**src/rtl/regfile_8_pkg.sv**
```systemverilog
// Shared sizing constants and index decode for the eight-entry register file.
package regfile_8_pkg;

    localparam int RF_NREGS = 8;
    localparam int RF_AW = 3;
    localparam logic [RF_AW-1:0] RF_ZERO_IDX = '0;

    // One-hot decode of an enabled index; entry 0 never decodes, so r0 stays constant.
    function automatic logic [RF_NREGS-1:0] rf_decode(input logic en,
                                                      input logic [RF_AW-1:0] idx);
        logic [RF_NREGS-1:0] dec;
        dec = '0;
        for (int i = 1; i < RF_NREGS; i++) begin
            dec[i] = en && (idx == i[RF_AW-1:0]);
        end
        return dec;
    endfunction

endpackage

```
**src/rtl/regfile_8_rd.sv**
```systemverilog
// Read side of the register file: per-bit 8:1 slice mux plus writeback bypass and stall bit.
module mux_8 (
    input  logic [7:0] d,
    input  logic [2:0] sel,
    output logic       y
);

    always_comb begin
        y = d[sel];
    end

endmodule

module rf_read_port
    import regfile_8_pkg::*;
#(
    parameter int WIDTH = 32
) (
    input  logic [RF_NREGS-1:0][WIDTH-1:0] regs,
    input  logic [RF_NREGS-1:0]            pending,
    input  logic [RF_AW-1:0]               raddr,
    input  logic                           we,
    input  logic [RF_AW-1:0]               waddr,
    input  logic [WIDTH-1:0]               wdata,
    output logic [WIDTH-1:0]               rdata,
    output logic                           busy
);

    logic [WIDTH-1:0] mux_out;
    logic             wr_match;

    for (genvar b = 0; b < WIDTH; b++) begin : g_slice
        logic [RF_NREGS-1:0] col;
        for (genvar i = 0; i < RF_NREGS; i++) begin : g_col
            assign col[i] = regs[i][b];
        end
        mux_8 u_mux (
            .d   (col),
            .sel (raddr),
            .y   (mux_out[b])
        );
    end

    assign wr_match = we && (waddr == raddr);

    // pending[0] is tied low, so index 0 never stalls and never bypasses.
    assign rdata = (wr_match && (raddr != RF_ZERO_IDX)) ? wdata : mux_out;
    assign busy  = pending[raddr] && !wr_match;

endmodule

```
**src/rtl/regfile_8.sv**
```systemverilog
// Eight-entry register file with pending-producer scoreboard and two bypassed read ports.
module regfile_8
    import regfile_8_pkg::*;
#(
    parameter int WIDTH = 32
) (
    input  logic               CLK,
    input  logic               RESET_N,
    input  logic               WE,
    input  logic [RF_AW-1:0]   WADDR,
    input  logic [WIDTH-1:0]   WDATA,
    input  logic               RSV,
    input  logic [RF_AW-1:0]   RSV_ADDR,
    input  logic [RF_AW-1:0]   RADDR_A,
    input  logic [RF_AW-1:0]   RADDR_B,
    output logic [WIDTH-1:0]   RDATA_A,
    output logic [WIDTH-1:0]   RDATA_B,
    output logic               BUSY_A,
    output logic               BUSY_B
);

    logic [WIDTH-1:0]              r_q [1:RF_NREGS-1];
    logic [RF_NREGS-1:1]           pending_q;
    logic [RF_NREGS-1:0][WIDTH-1:0] regs;
    logic [RF_NREGS-1:0]           pending;
    logic [RF_NREGS-1:0]           wr_dec;
    logic [RF_NREGS-1:0]           rsv_dec;

    assign wr_dec  = rf_decode(WE, WADDR);
    assign rsv_dec = rf_decode(RSV, RSV_ADDR);

    // A same-edge reserve beats the writeback clear: the newer producer still owes a result.
    always_ff @(posedge CLK or negedge RESET_N) begin
        if (!RESET_N) begin
            for (int i = 1; i < RF_NREGS; i++) begin
                r_q[i] <= '0;
            end
            pending_q <= '0;
        end else begin
            for (int i = 1; i < RF_NREGS; i++) begin
                if (wr_dec[i]) begin
                    r_q[i] <= WDATA;
                end
                if (rsv_dec[i]) begin
                    pending_q[i] <= 1'b1;
                end else if (wr_dec[i]) begin
                    pending_q[i] <= 1'b0;
                end
            end
        end
    end

    always_comb begin
        regs[0] = '0;
        for (int i = 1; i < RF_NREGS; i++) begin
            regs[i] = r_q[i];
        end
    end

    assign pending = {pending_q, 1'b0};

    rf_read_port #(.WIDTH(WIDTH)) u_port_a (
        .regs    (regs),
        .pending (pending),
        .raddr   (RADDR_A),
        .we      (WE),
        .waddr   (WADDR),
        .wdata   (WDATA),
        .rdata   (RDATA_A),
        .busy    (BUSY_A)
    );

    rf_read_port #(.WIDTH(WIDTH)) u_port_b (
        .regs    (regs),
        .pending (pending),
        .raddr   (RADDR_B),
        .we      (WE),
        .waddr   (WADDR),
        .wdata   (WDATA),
        .rdata   (RDATA_B),
        .busy    (BUSY_B)
    );

endmodule
```
**config.mk**
```make
export PLATFORM = sky130hd
export DESIGN_NAME = regfile_8
export DESIGN_NICKNAME = d
export VERILOG_FILES = /design/src/rtl/regfile_8_pkg.sv /design/src/rtl/regfile_8_rd.sv /design/src/rtl/regfile_8.sv
export SDC_FILE = /design/constraint.sdc
export NUM_CORES = 1
export LEC_CHECK = 0
export BUFFER_PORTS_ARGS = -buffer_cell sky130_fd_sc_hd__buf_2
export CAP_MARGIN = 20
export CORE_ASPECT_RATIO = 1.75
export CORE_MARGIN = 3
export CORE_UTILIZATION = 50
export DETAILED_ROUTE_END_ITERATION = 8
export PLACE_DENSITY = 0.68
export SLEW_MARGIN = 15
export SYNTH_ARGS = -nofsm -noshare
export SYNTH_HDL_FRONTEND = slang
export SYNTH_SLANG_ARGS = --single-unit
```
**constraint.sdc**
```tcl
create_clock -name CLK -period 2.4 [get_ports CLK]
set_clock_uncertainty 0.2 [all_clocks]
set_input_delay 0.48 -clock CLK [delete_from_list [all_inputs] [get_ports CLK]]
set_output_delay 0.48 -clock CLK [all_outputs]
set_load 0.01 [all_outputs]
```
Word-level counts from Yosys, hierarchy flattened
Cells that the tools add are included.
{"block": "word_totals", "regBits": 231, "output_inout_bits": 66}
{"block": "op_classes", "reduce_logical": 31, "order_cmp": 2, "eq_ne": 16, "muxes": 148}
{"operator": "binary-select mux 1 bit (select 3 bit)", "count": 66}
{"operator": "2-to-1 mux 1 bit", "count": 80}
{"operator": "2-to-1 mux 32 bit", "count": 2}
{"operator": "equality test 3 bit, second input constant", "count": 8}
{"operator": "logical AND 1 bit", "count": 20}
{"operator": "nonzero test 2 bit", "count": 7}
{"operator": "equality test 3 x 2 -> 1 bit, second input constant", "count": 4}
{"operator": "< comparator 3 x 4 -> 1 bit, second input constant", "count": 2}
{"operator": "equality test 3 x 1 -> 1 bit, second input constant", "count": 2}
{"operator": "equality test 3 bit", "count": 2}
{"operator": "nonzero test 3 bit", "count": 2}
{"operator": "logical NOT 1 bit", "count": 2}

Logic depth before layout (Yosys ltp)
{"block": "depth", "depth_word": 4, "depth_mapped": 7, "mapped_depth_nobuf": 4}

Modules after synthesis
Synthesis repeated with hierarchy kept, for this count alone.
{"block": "hier_totals", "hier_cells": 800, "hier_area_um2": 14646.5}
{"module": "regfile_8", "n_inst": 1, "seq_area_each_um2": 5780.5, "area_each_um2": 9168.8, "cells_per_inst": 506}
{"module": "mux_8", "n_inst": 64, "seq_area_each_um2": 0.0, "area_each_um2": 63.8, "cells_per_inst": 3}
{"module": "rf_read_port", "n_inst": 2, "seq_area_each_um2": 0.0, "area_each_um2": 696.9, "cells_per_inst": 51}

Worst setup path before layout
No wires, ideal clock.
{"block": "synth_path", "path_kind": "input port to output port", "start": "input RADDR_A[0]", "end": "output RDATA_A[0]", "arrival_ns": 1.648, "stages": 5, "path_slack_ns": 0.072, "cell_sequence": "buf_2 mux2_2 a221oi_1 a221oi_1 mux2_1"}
{"block": "synth_via", "elab_chain_cells": 4, "word_cells_on_any_way": 7, "cone_classes": "eq/ne (1); mux (3); reduce/logical (3)"}
{"item": "start: declaration", "line_no": "regfile_8.sv:14", "text": "input logic [RF_AW-1:0] RADDR_A,"}
{"item": "branches (longest 3 deep; another with binary-select mux 1 bit (select 3 bit))"}
{"item": "2-to-1 mux 32 bit *", "line_no": "regfile_8_rd.sv:47", "text": "assign rdata = (wr_match && (raddr != RF_ZERO_IDX)) ? wdata : mux_out;"}
{"item": "end: declaration", "line_no": "regfile_8.sv:16", "text": "output logic [WIDTH-1:0] RDATA_A,"}
Every way passes the cells marked *. The select of a mux whose other input is x is not followed.

Worst setup path after layout
{"block": "layout_path", "start": "register r_q[128] (netlist bit)", "end": "output RDATA_B[0]"}
{"block": "layout_via", "elab_chain_cells": 3}
{"item": "start: declaration", "line_no": "regfile_8.sv:22", "text": "logic [WIDTH-1:0] r_q [1:RF_NREGS-1];"}
{"item": "start signal: indexed assignment", "line_no": "regfile_8.sv:36", "text": "r_q[i] <= '0;"}
{"item": "start signal: indexed assignment", "line_no": "regfile_8.sv:42", "text": "r_q[i] <= WDATA;"}
{"item": "binary-select mux 1 bit (select 3 bit)", "line_no": "regfile_8_rd.sv:9", "text": "y = d[sel];"}
{"item": "2-to-1 mux 1 bit (implied by the code)", "line_no": "regfile_8_rd.sv:9"}
{"item": "2-to-1 mux 32 bit", "line_no": "regfile_8_rd.sv:47"}
{"item": "end: declaration", "line_no": "regfile_8.sv:17", "text": "output logic [WIDTH-1:0] RDATA_B,"}
No other way between the ends. The select of a mux whose other input is x is not followed.

==> Flow_metrics.wiki <==
{| class="wikitable"
! Metric !! Value
|-
| Result of the run || finished with violations
|-
| Violated checks || negative setup slack
|-
| Proportion of power drawn by the clock network || 26.2%
|-
| Most common library cells after synthesis || mux2_2, dfrtp_1, mux2i_1, a221oi_1, mux2_4
|-
| Internal Pwr Total || 9.917 mW
|-
| Half-perimeter wire length after detailed placement || 24320 um
|-
| Final estimated routing congestion in global placement || 0.7919
|-
| Die H || 223.9 um
|-
| Routed Antenna Nets || 0
|-
| Final Hold Fails || 0
|-
| Setup slack at placement || -0.3925 ns
|-
| Clock Latency Late Sink || 0.52 ns
|-
| Top fanout value on the critical path || 2
|-
| Average wire per cell in the routed design || 27.60 um
|-
| WP data required || 1.72 ns
|-
| Most used DFF post-synth || dfrtp_1
|-
| Setup repair after global routing missed its margin || yes
|-
| First-pass GRT wire length || 63630 um
|-
| Post-Synthesis Net Count || 1041
|-
| Layout cells sized above 1 || 67.83%
|-
| Start-to-end type of the worst setup path || register to output port
|-
| Worst endpoint data arrival time || 2.06 ns
|-
| Area of placed instances || 0.01530 mm^2
|-
| Count of different cell masters after synthesis || 39
|-
| Vias in the first global route || 10930
|-
| Post-Syn Area || 0.01356 mm^2
|-
| Total power divided by cell area || 747.8 mW/mm^2
|-
| Final worst path period share || 114.3%
|-
| CTS tree || yes
|-
| Static Leakage || 8.665 nW
|-
| Floorplan core area || 0.02669 mm^2
|-
| Chip Width || 130.5 um
|-
| Final worst hold slack || 0.09320 ns
|-
| Dpl cells || 1459
|-
| Number of max-cap violations || 0
|-
| Layout filler cell count || 1655
|-
| Tightest Hold Check Type || input port to register
|-
| Drt total wl || 43610 um
|-
| Clock Sink Count || 231
|-
| Async S/R FF share, synth || 100.0%
|-
| Diode count || 0
|-
| Drt initial violations || 616
|-
| FF-to-FF path depth || 3
|-
| Maximum number of pins on one net before global-route repair || 67
|-
| Worst supply voltage drop on vdd || 0.8307 mV
|-
| Final cell utilization of the core || 71.61%
|-
| Area overhead of the layout relative to synthesis || 40.93%
|-
| Total grt overflow || 0
|-
| #FFs+latches synth || 231
|-
| Setup crit start kind || register
|-
| Effective utilization at floorplan || 50.82%
|-
| CTS buffer count || 22
|-
| Highest Clock Rate || 0.3646 GHz
|-
| Top cells by area, synth || dfrtp_1, mux2_2, mux2i_1, mux2_4, a221oi_1
|-
| Final non-filler cell area || 0.01911 mm^2
|-
| Count of TritonRoute iterations in the first routing pass || 4
|-
| Avg Vias per Cell || 6.533
|-
| Clock buffer depth || 3
|-
| Net count reported at finish || 1290
|-
| Post-layout instance count excluding filler cells || 1580
|-
| Worst setup margin || -0.3426 ns
|-
| Min cycle time layout || 2.743 ns
|-
| Final slew viol count || 0
|-
| Share of total power in sequential cells || 38.3%
|-
| Fraction of power spent switching nets || 30.61%
|-
| Number of DRC violations after detailed routing || 0
|-
| Total global routing track utilization || 28.12%
|-
| Via Count || 10320
|-
| Post-synthesis average cell area || 13.66 um^2
|-
| Transition at the pin with the smallest max-transition slack || 0.6064 ns
|-
| Number of enable flip-flop cells after synthesis || 0
|-
| Cell count after synthesis || 993
|-
| Number of cell rows || 79
|-
| Setup-failing EPs final || 66
|-
| Most repeated cell in the gate-level netlist after synthesis || mux2_2
|-
| Proportion of synthesized chip area in sequential cells || 42.62%
|-
| I/O Pins || 114
|-
| Yosys warnings || 0
|-
| TNS Setup || -13.54 ns
|-
| Worst max-slew margin expressed relative to the limit || 59.57%
|-
| Final Power || 14.29 mW
|-
| Die Area || 0.02921 mm^2
|-
| Port Buffers || 113
|-
| H-tree depth reported by CTS || 1
|-
| Cell type contributing the most total cell area after synthesis || dfrtp_1
|-
| Initial antenna violation count || 0
|-
| Switching Power || 4.375 mW
|-
| Cell chosen for the clock root || clkbuf_16
|-
| Clock transition at path regs || 0.07 ns
|-
| Count of cells along the worst hold path || 3
|-
| Top-area cell type share of the netlist area || 42.62%
|-
| Type of destination of the critical path || output port
|-
| Gate power share || 35.4%
|}
==> final timing paths <==
| path | end | start | slack [ns] |
|---|---|---|---|
| max reg2reg | pending_q[4] | pending_q[4] | 0.97 |
| max | RDATA_B[0] | r_q[128] | -0.34 |
| min | pending_q[7] | RSV_ADDR[1] | 0.09 |
| max in group asynchronous | r_q[171] | RESET_N | 0.96 |
| min in group asynchronous | r_q[14] | RESET_N | 0.30 |
| min reg2reg | r_q[34] | r_q[34] | 0.33 |
==> registers in the layout (all words and copies together) (netlist names) <==
register,flops
pending_q,7
r_q,224
==> layout make-up <==
class	count	area, um^2	share of cell area, %
clock buffer	32	659.4	3.450
inverter	4	15.01	0.07856
clock inverter	6	105.1	0.5499
timing repair buffer	318	3369	17.63
multi-input combinational	665	8777	45.92
tap	324	405.4	2.121
sequential	231	5781	30.25
==> kinds of logic after synthesis <==
family / after synthesis / synth area share (%)
multiplexers: 483 / 40.82
AND/OR/NAND/NOR: 31 / 1.375
buffers and inverters: 97 / 4.576
AO/OA/AOI/OAI: 146 / 10.28
flip-flops: 231 / 42.62
XOR/XNOR: 5 / 0.3229
==> cells in the final DEF, fill, tap and decap left out, types with 7 or more instances in the layout <==
cell type    n
mux2i_1    128
dfrtp_1    231
mux2_2     230
buf_16       9
clkbuf_16   25
buf_4      138
mux2_4     122
a221oi_4    52
nand2_1      9
buf_2       45
a221oi_2    75
buf_8        7
buf_6       75
buf_12      35
==> per-layer routing <==
layer	vias to the layer above	part of all wire, %	track usage [%]
met2	382	52	48.89
met3	141	4.8	4.176
met4	0	4.9	11.26
met5	-	0	0
li1	4410	-	-
met1	5389	39	34.61
==> worst max-delay path, cell delays in order, from the launching register on <==
cell	delay (ns)
dfrtp_1	0.41
buf_6	0.13
mux2_4	0.26
a221oi_4	0.27
a221oi_4	0.07
mux2_4	0.28
buf_6	0.12
==> timing repair <==
| item | CTS | global route |
|---|---|---|
| setup endpoints to repair | 66 | 66 |
| pin swaps | 36 | 43 |
| endpoints found under the hold margin | 59 | 0 |
| setup buffers | 59 | 19 |
| hold buffers | 3 | 0 |
| gates resized for setup | 250 | 98 |
| cloned | 10 | 2 |
==> power by group through the flow <==
stage	combinational, mW	clock (mW)	sequential (mW)
after global routing	5.36	3.92	5.54
final	5.06	3.75	5.48
after detailed placement	3.36	0	5.49
after global placement	3.30	0	5.44
after floorplan	2.39	0	5.27
after CTS	4.50	3.79	5.38
(Power assumes the default switching activity.)
